[config.mk]
export PLATFORM = sky130hd
export DESIGN_NAME = instruction_fetch_unit
export DESIGN_NICKNAME = d
export VERILOG_FILES = /design/src/rtl/instruction_fetch_unit.sv
export SDC_FILE = /design/constraint.sdc
export NUM_CORES = 1
export LEC_CHECK = 0
export ABC_AREA = 1
export BUFFER_PORTS_ARGS = -buffer_cell sky130_fd_sc_hd__clkbuf_2
export CAP_MARGIN = 20
export CORE_ASPECT_RATIO = 1.25
export CORE_MARGIN = 2
export CORE_UTILIZATION = 45
export CTS_BUF_LIST = sky130_fd_sc_hd__clkbuf_8
export DETAILED_ROUTE_END_ITERATION = 10
export GPL_TIMING_DRIVEN = 0
export PLACE_DENSITY = 0.66
export SETUP_SLACK_MARGIN = 0.02
export SYNTH_ARGS = -nofsm -noshare
export SYNTH_HDL_FRONTEND = slang
export SYNTH_SLANG_ARGS = --single-unit
[constraint.sdc]
create_clock -name clk -period 12.3 [get_ports clk]
set_input_delay 0.615 -clock clk [delete_from_list [all_inputs] [get_ports clk]]
set_output_delay 0.615 -clock clk [all_outputs]
set_load 0.01 [all_outputs]
[src/rtl/instruction_fetch_unit.sv]
// Fetch initiator for InstructionMem: owns the PC, issues one-deep pipelined reads,
// buffers responses and hands {pc, instr} to decode over valid/ready.
module instruction_fetch_unit #(
   parameter logic [31:0] RESET_PC  = 32'h0000_0000,
   parameter int          PC_STEP   = 4,
   parameter int          BUF_DEPTH = 2
) (
   input  logic        clk,
   input  logic        reset,
   output logic        readadd,
   output logic [31:0] address,
   input  logic [31:0] instruction,
   output logic        if_valid,
   input  logic        if_ready,
   output logic [31:0] if_instr,
   output logic [31:0] if_pc,
   input  logic        branch_taken,
   input  logic [31:0] branch_target,
   input  logic        halt,
   output logic        halted
);

   localparam int PTR_W = (BUF_DEPTH > 1) ? $clog2(BUF_DEPTH) : 1;
   localparam int CNT_W = PTR_W + 1;

   typedef enum logic {RUN, HALT} state_t;

   state_t             state;
   state_t             nextState;
   logic [31:0]        pc;
   logic [31:0]        bufInstr [BUF_DEPTH];
   logic [31:0]        bufPc    [BUF_DEPTH];
   logic [PTR_W-1:0]   head;
   logic [PTR_W-1:0]   tail;
   logic [CNT_W-1:0]   count;
   logic [CNT_W:0]     occupancy;
   logic [31:0]        target;
   logic               pop;
   logic               push;
   logic               issue;

   // readadd doubles as the in-flight flag; a redirect squashes the response it tracks
   assign pop       = if_valid & if_ready;
   assign push      = readadd & ~branch_taken;
   assign target    = branch_target & 32'hFFFF_FFFC;
   assign occupancy = {1'b0, count} - (CNT_W+1)'(pop) + (CNT_W+1)'(readadd);

   assign if_valid  = (count != '0);
   assign if_instr  = if_valid ? bufInstr[head] : 32'h0;
   assign if_pc     = if_valid ? bufPc[head]    : 32'h0;

   always_ff @(posedge clk or negedge reset) begin
      if (!reset) begin
         state <= RUN;
      end else begin
         state <= nextState;
      end
   end

   // HALT is only entered once the last request has landed, so no response is orphaned
   always_comb begin
      nextState = state;
      if (branch_taken) begin
         nextState = RUN;
      end else begin
         case (state)
            RUN:     if (halt && !readadd) nextState = HALT;
            HALT:    if (!halt)            nextState = RUN;
            default: nextState = RUN;
         endcase
      end
   end

   always_comb begin
      halted = (state == HALT);
      issue  = (state == RUN) && !halt && (occupancy < (CNT_W+1)'(BUF_DEPTH));
   end

   always_ff @(posedge clk or negedge reset) begin
      if (!reset) begin
         pc      <= RESET_PC;
         readadd <= 1'b0;
         address <= 32'h0;
         head    <= '0;
         tail    <= '0;
         count   <= '0;
      end else if (branch_taken) begin
         readadd <= 1'b1;
         address <= target;
         pc      <= target + 32'(PC_STEP);
         head    <= '0;
         tail    <= '0;
         count   <= '0;
      end else begin
         readadd <= issue;
         if (issue) begin
            address <= pc;
            pc      <= pc + 32'(PC_STEP);
         end
         if (push) tail <= tail + PTR_W'(1);
         if (pop)  head <= head + PTR_W'(1);
         count <= count + CNT_W'(push) - CNT_W'(pop);
      end
   end

   // Storage needs no reset: if_valid gates everything read out of it
   always_ff @(posedge clk) begin
      if (reset && push) begin
         bufInstr[tail] <= instruction;
         bufPc[tail]    <= address;
      end
   end

endmodule
Word-level counts from Yosys, hierarchy flattened
Memories as Yosys holds them, arrays and structs flattened.
Index checks and enable logic that the tools add are counted.
{"block": "word_totals", "output_inout_bits": 99, "ram_bits": 128, "mem_count": 2, "register_bits": 70, "input_bits": 69, "elab_cells": 50}
{"memory": "bufInstr", "words": 2, "width": 32, "read_ports": 1, "rd_ports_with_merged_regs": 0, "write_ports": 1, "line_no": "31", "rtl": "logic [31:0] bufInstr [BUF_DEPTH];"}
{"memory": "bufPc", "words": 2, "width": 32, "read_ports": 1, "rd_ports_with_merged_regs": 0, "write_ports": 1, "line_no": "32", "rtl": "logic [31:0] bufPc [BUF_DEPTH];"}
{"block": "classes", "muxes": 18, "n_bitwise": 4, "reduce_logical": 10, "n_lt_le_gt_ge": 1, "addsub": 8}
{"op": "$mux W32", "n": 6}
{"op": "$add A32 B3 Y32 const B", "n": 2}
{"op": "$mux W1", "n": 10}
{"op": "$reduce_bool A2 Y1", "n": 4}
{"op": "$logic_and A1 B1 Y1", "n": 4}
{"op": "$add A3 B1 Y3", "n": 1}
{"op": "$lt A3 B2 Y1 const B", "n": 1}
{"op": "$sub A2 B1 Y3", "n": 1}
{"op": "$add A1 B1 Y1 const B", "n": 2}
{"op": "$add A2 B1 Y2", "n": 1}
{"op": "$and A1 B1 Y1", "n": 2}
{"op": "$logic_not A1 Y1", "n": 2}
{"op": "$mux W2", "n": 1}
{"op": "$not A1 Y1", "n": 2}
{"op": "$pmux W1 S2", "n": 1}
{"op": "$sub A2 B1 Y2", "n": 1}

Depth between registers and ports, before layout
{"block": "logic_depth", "word_depth": 8, "ltp_mapped": 17, "ltp_nobuf": 17}

Worst setup path after synthesis
Ideal clock, no wire load.
{"block": "synth_path", "path_kind": "in2reg", "startpoint": "input port branch_taken", "endpoint": "memory bufInstr[0][0], enable pin", "t_required_ps": 11741, "path_stages": 5, "path_slack_ps": 6473, "t_arrival_ps": 5268, "path_buffers": 2, "setup_time_ps": 559, "path_cell_list": "inv_2 buf_2 buf_6 nand2_1 nor3_1"}
{"block": "synth_via", "elab_chain_len": 5}
{"element": "start: declaration", "line_no": "17", "rtl": "input logic branch_taken,"}
{"element": "$not A1 Y1", "line_no": "44", "rtl": "assign push = readadd & ~branch_taken;"}
{"element": "$and A1 B1 Y1", "line_no": "44"}
{"element": "$logic_and A1 B1 Y1", "line_no": "108", "rtl": "if (reset && push) begin"}
{"element": "$mux W1", "line_no": "108"}
{"element": "$mux W1 (not written as such)", "line_no": "109", "rtl": "bufInstr[tail] <= instruction;"}
{"element": "end: declaration", "line_no": "31"}
Every way passes these cells.

Worst setup path in the final report
{"block": "layout_path", "startpoint": "register count[1]", "endpoint": "register pc[23]"}
{"block": "layout_via", "elab_chain_len": 7}
{"element": "start: declaration", "line_no": "35", "rtl": "logic [CNT_W-1:0] count;"}
{"element": "start signal: assignment", "line_no": "102", "rtl": "count <= count + CNT_W'(push) - CNT_W'(pop);"}
{"element": "$reduce_bool A2 Y1", "line_no": "48", "rtl": "assign if_valid = (count != '0);"}
{"element": "$and A1 B1 Y1", "line_no": "43", "rtl": "assign pop = if_valid & if_ready;"}
{"element": "$sub A2 B1 Y3 *", "line_no": "46", "rtl": "assign occupancy = {1'b0, count} - (CNT_W+1)'(pop) + (CNT_W+1)'(readadd);"}
{"element": "$add A3 B1 Y3 *", "line_no": "46"}
{"element": "$lt A3 B2 Y1 *", "line_no": "76", "rtl": "issue = (state == RUN) && !halt && (occupancy < (CNT_W+1)'(BUF_DEPTH));"}
{"element": "$logic_and A1 B1 Y1 *", "line_no": "76"}
{"element": "$reduce_bool A2 Y1 (no line) *"}
{"element": "end signal: assignment", "line_no": "90", "rtl": "pc <= target + 32'(PC_STEP);"}
{"element": "end signal: assignment", "line_no": "98", "rtl": "pc <= pc + 32'(PC_STEP);"}
{"element": "end: declaration", "line_no": "30", "rtl": "logic [31:0] pc;"}
Mark *: on every way between the ends. The rest lies on a longest branch, timed or not.
A chain may end at the register's enable or synchronous reset.

==> implementation parameters <==
Parameter                              Value

Synth
  Number of synthesized register bits ... 190
  Post-Synthesis Cell Area ... around 8600 sq um
  Cell count after synthesis ... 916
  Sequential-to-total area share from yosys stat ... 62.6%
  Largest area contributor in the netlist ... edfxtp_1
  Cell variety after synth ... 35
  Area share of the largest cell type after synthesis ... 43.4%
  Synth area leaders ... edfxtp_1 (43%), dfrtp_1 (19%), nand2_1 (15%)
  YS warnings ... 0
  Average cell area after synthesis ... 9.37 sq um

GRT
  Grt ovf ... 0
  Total global-route track usage ... between 20% and 30%
  Number of antenna violations at the first check in global routing ... 0
  Wire length of the first global-routing pass ... 33,900 um
  Pin count of the biggest net entering global routing ... 44
  Via count of the first global-routing pass ... between 6,000 and 7,000

Power
  Internal Dissipation ... 1.26 mW
  IR drop worst, VDD ... slightly above 0.00007 V
  Overall power of the completed layout ... 2.06 mW
  Proportion of power drawn by combinational gates ... ~36%
  Power Density ... 202 nW/um^2
  Psw ... 802 uW
  Clock network power share ... about 18%
  Switching portion of total power ... 38.9%
  Leak pwr ... about 4.6 nW
  Fraction of power consumed by sequential logic ... 46.1%

Die
  Die Y-Extent ... roughly 160 um
  I/O pin total ... 168
  Die area ... a little over 20,000 sq um
  Starting utilization of the core area ... 45.9%
  Std-Cell Core Area ... around 19,000 sq um
  Horizontal extent of the die ... 128 um
  Placement Rows ... 56

Timing
  Final setup violation count ... 0
  Hold violation total from the final report ... 0
  Total Neg Setup Slack ... 0 ns
  Slew @ Worst Pin ... a little under 0.7 ns
  Setup repair after global routing missed its margin ... false
  Final-report max-slew violation count ... 0
  F_max ... 301 MHz
  Min Tclk post-route ... 3.32 ns
  Final setup skew ... 0.0141 ns
  Worst slew slack as a fraction of its limit ... between 50% and 60%
  Post-route fraction of the period consumed by the critical path ... 27.0%

Route
  Final Routed Wirelength ... 21,900 um
  Ratio of routed vias to standard cells ... 4.96
  Drt first-iter violations ... 489
  Routed vias ... 6,717
  DRC ... 0
  Post-route antenna net violation count ... 0
  Post-detailed-route wirelength per cell ... 16.2 um
  Initial DRT Pass Iterations ... 6

Clocking
  Clock-pin transition on the worst setup and hold timing paths ... 0.10 ns
  CTS buffer count ... 17
  Clock root buffer ... clkbuf_8
  Post-CTS Hold Buffers ... 0
  Maximum count of clock buffers along a single path ... 2
  CTS resizes ... 0
  CTS tree ... yes
  CTS H-Tree Depth ... 4
  Clk Latency, worst-skew pair ... 0.46 ns
  Postcts setup bufs ... 0
  CTS sink count ... 190

Critical path
  Startpoint kind of the worst setup timing path ... register
  Largest fanout on the critical path ... 10
  Crit-path max cell delay ... between 0.5 and 0.6 ns
  Worst R2R End ... pc[23]$_DFFE_PN0P_
  Path type of the worst setup path ... reg2reg
  Arrival time at the worst endpoint ... roughly 3.7 ns
  Ordered list of cells on the worst path ... nor2_1, inv_1, nand2_1, inv_1, nand2_1, inv_1, fa_1, xor2_1, nor2_1, nor2_2, buf_2, buf_2, nand2_1, nand3_1
  Crit path max-delay cell type ... nor2_1
  Worst EP required ... 12.70 ns
  Startpoint of the lowest-slack register-to-register path ... count[1]$_DFF_PN0_
  Worst-case register-to-register setup slack ... 8.98 ns
  Endpoint type of the worst setup path ... register
  Worst-case reg-to-reg path depth ... 14

Outcome
  Run status ... finished clean

Cells and area
  Layout Nets ... between 1,000 and 1,500
  Area grow syn2layout ... 19.0%
  Fillers ... between 1,500 and 2,000
  Antenna diode count ... 0
  Share of post-route cells with drive strength above 1 ... 22.8%

Job
  Number of max-cap violations ... 0

Placed design
  Detailed placer's ending HPWL ... 16,400 um
  RD Place Congestion ... between 0.9 and 1
  Number of I/O port buffers ... 161

Worst hold path
  Path class of the lowest-slack min-delay path ... in2async
-- placed cells by master (no fill, tap or decap), drive strengths merged --
master	netlist	layout
ha	3	3
a21oi	67	67
inv	60	66
conb	1	4
edfxtp	124	124
mux2i	1	1
o22ai	2	2
nor2	94	94
nand2	354	354
clkinv	0	3
xnor2	1	1
or2	2	2
clkinvlp	0	5
o21bai	2	2
o21a	4	4
o21ai	35	35
xor2	2	2
nand3b	1	1
o211ai	9	9
nand4	2	2
fa	1	1
bufinv	0	1
nor3	2	2
nand3	40	40
clkbuf	23	201
buf	20	29
dfrtp	66	66
-- Yosys cell counts --
cell	n
nand2_1	344
edfxtp_1	124
nor2_1	81
a21oi_1	67
dfrtp_1	66
inv_1	56
nand3_1	40
o21ai_0	24
clkbuf_1	23
nor2_2	11
buf_2	9
nand2_2	9
o211ai_1	9
o21ai_2	7
buf_4	6
inv_2	4
o21a_1	4
o21ai_1	4
buf_6	3
ha_1	3
nand4_1	2
nor2_4	2
nor3_1	2
o21bai_1	2
o22ai_1	2
or2_2	2
xor2_1	2
buf_1	1
buf_8	1
conb_1	1
fa_1	1
mux2i_1	1
nand2_4	1
nand3b_1	1
xnor2_1	1
-- registers in the layout, indices dropped and copies added (netlist names) --
| register | cells |
|---|---|
| bufInstr | 64 |
| halted | 1 |
| count | 2 |
| tail | 1 |
| bufPc | 60 |
| readadd | 1 |
| address | 30 |
| pc | 30 |
| head | 1 |
-- worst max-delay path by stage --
stage	slack [ns]	startpoint	endpoint
3_3_place_gp	2.85	reset	bufInstr[0][3]$_DFFE_PP_
4_1_cts	8.93	count[1]$_DFF_PN0_	pc[24]$_DFFE_PN0P_
6_report	8.98	count[1]$_DFF_PN0_	pc[23]$_DFFE_PN0P_
2_1_floorplan	6.47	branch_taken	bufInstr[0][0]$_DFFE_PP_
3_5_place_dp	8.95	count[1]$_DFF_PN0_	pc[24]$_DFFE_PN0P_
5_1_grt	8.65	count[1]$_DFF_PN0_	pc[17]$_DFFE_PN0P_
-- area by class of cell --
type | count | area (sq um) | area share (%)
flip-flops and latches | 190 | 5380 | 52.6
multi-input cells | 626 | 2780 | 27.2
repair buffers | 170 | 958 | 9.38
well taps | 232 | 290 | 2.84
clock buffers | 17 | 234 | 2.29
plain buffers | 43 | 229 | 2.24
inverters | 60 | 225 | 2.20
clock inverters | 15 | 124 | 1.21
-- worst max-delay path: cells and delay by family (launching register included) --
family	cells	cell delay, ns
xor+xnor	1	0.22
fa+ha+maj	1	0.39
buf+inv	5	0.90
flops	1	0.45
simple gates	7	1.29
-- cells by family after synthesis --
kind of cell    share of synthesized area, %
buf+inv                                 5.29
other cells                           0.0437
mux                                    0.117
xor+xnor                               0.306
fa+ha+maj                              0.670
compound gates                          7.71
simple gates                            23.3
flops                                   62.6
-- per-layer routing --
| layer | track usage (%) | vias up | part of all wire (%) |
|---|---|---|---|
| met5 | 0 | - | 0 |
| met3 | 3.76 | 32 | 4.4 |
| met1 | 27.1 | 3137 | 41 |
| met4 | 7.80 | 0 | 2.3 |
| li1 | - | 3380 | - |
| met2 | 39.3 | 168 | 53 |
-- power groups by stage --
stage	registers, mW	logic (mW)	clock network [mW]
final	0.949	0.730	0.380
after global routing	0.968	0.822	0.417
after CTS	0.950	0.743	0.390
after detailed placement	0.963	0.740	0
after global placement	0.966	0.714	0
after floorplan	0.965	0.416	0
-- stage by stage --
| stage | setup slack, ns | cell area [sq um] | instances | hold WS [ns] | utilization, % |
|---|---|---|---|---|---|
| global placement | 2.85 | 9690 | 1312 | 0.466 | 51.8 |
| global route | 8.65 | 10200 | 1353 | 0.0879 | 54.6 |
| floorplan | 6.47 | 8600 | 919 | 0.319 | - |
| CTS | 8.93 | 10200 | 1353 | 0.0803 | 54.6 |
| finish | 8.98 | 10200 | 1353 | 0.0939 | 54.6 |
| detailed placement | 8.95 | 9860 | 1321 | 0.470 | 52.7 |
No activity file was read; power rests on OpenSTA's default activity.
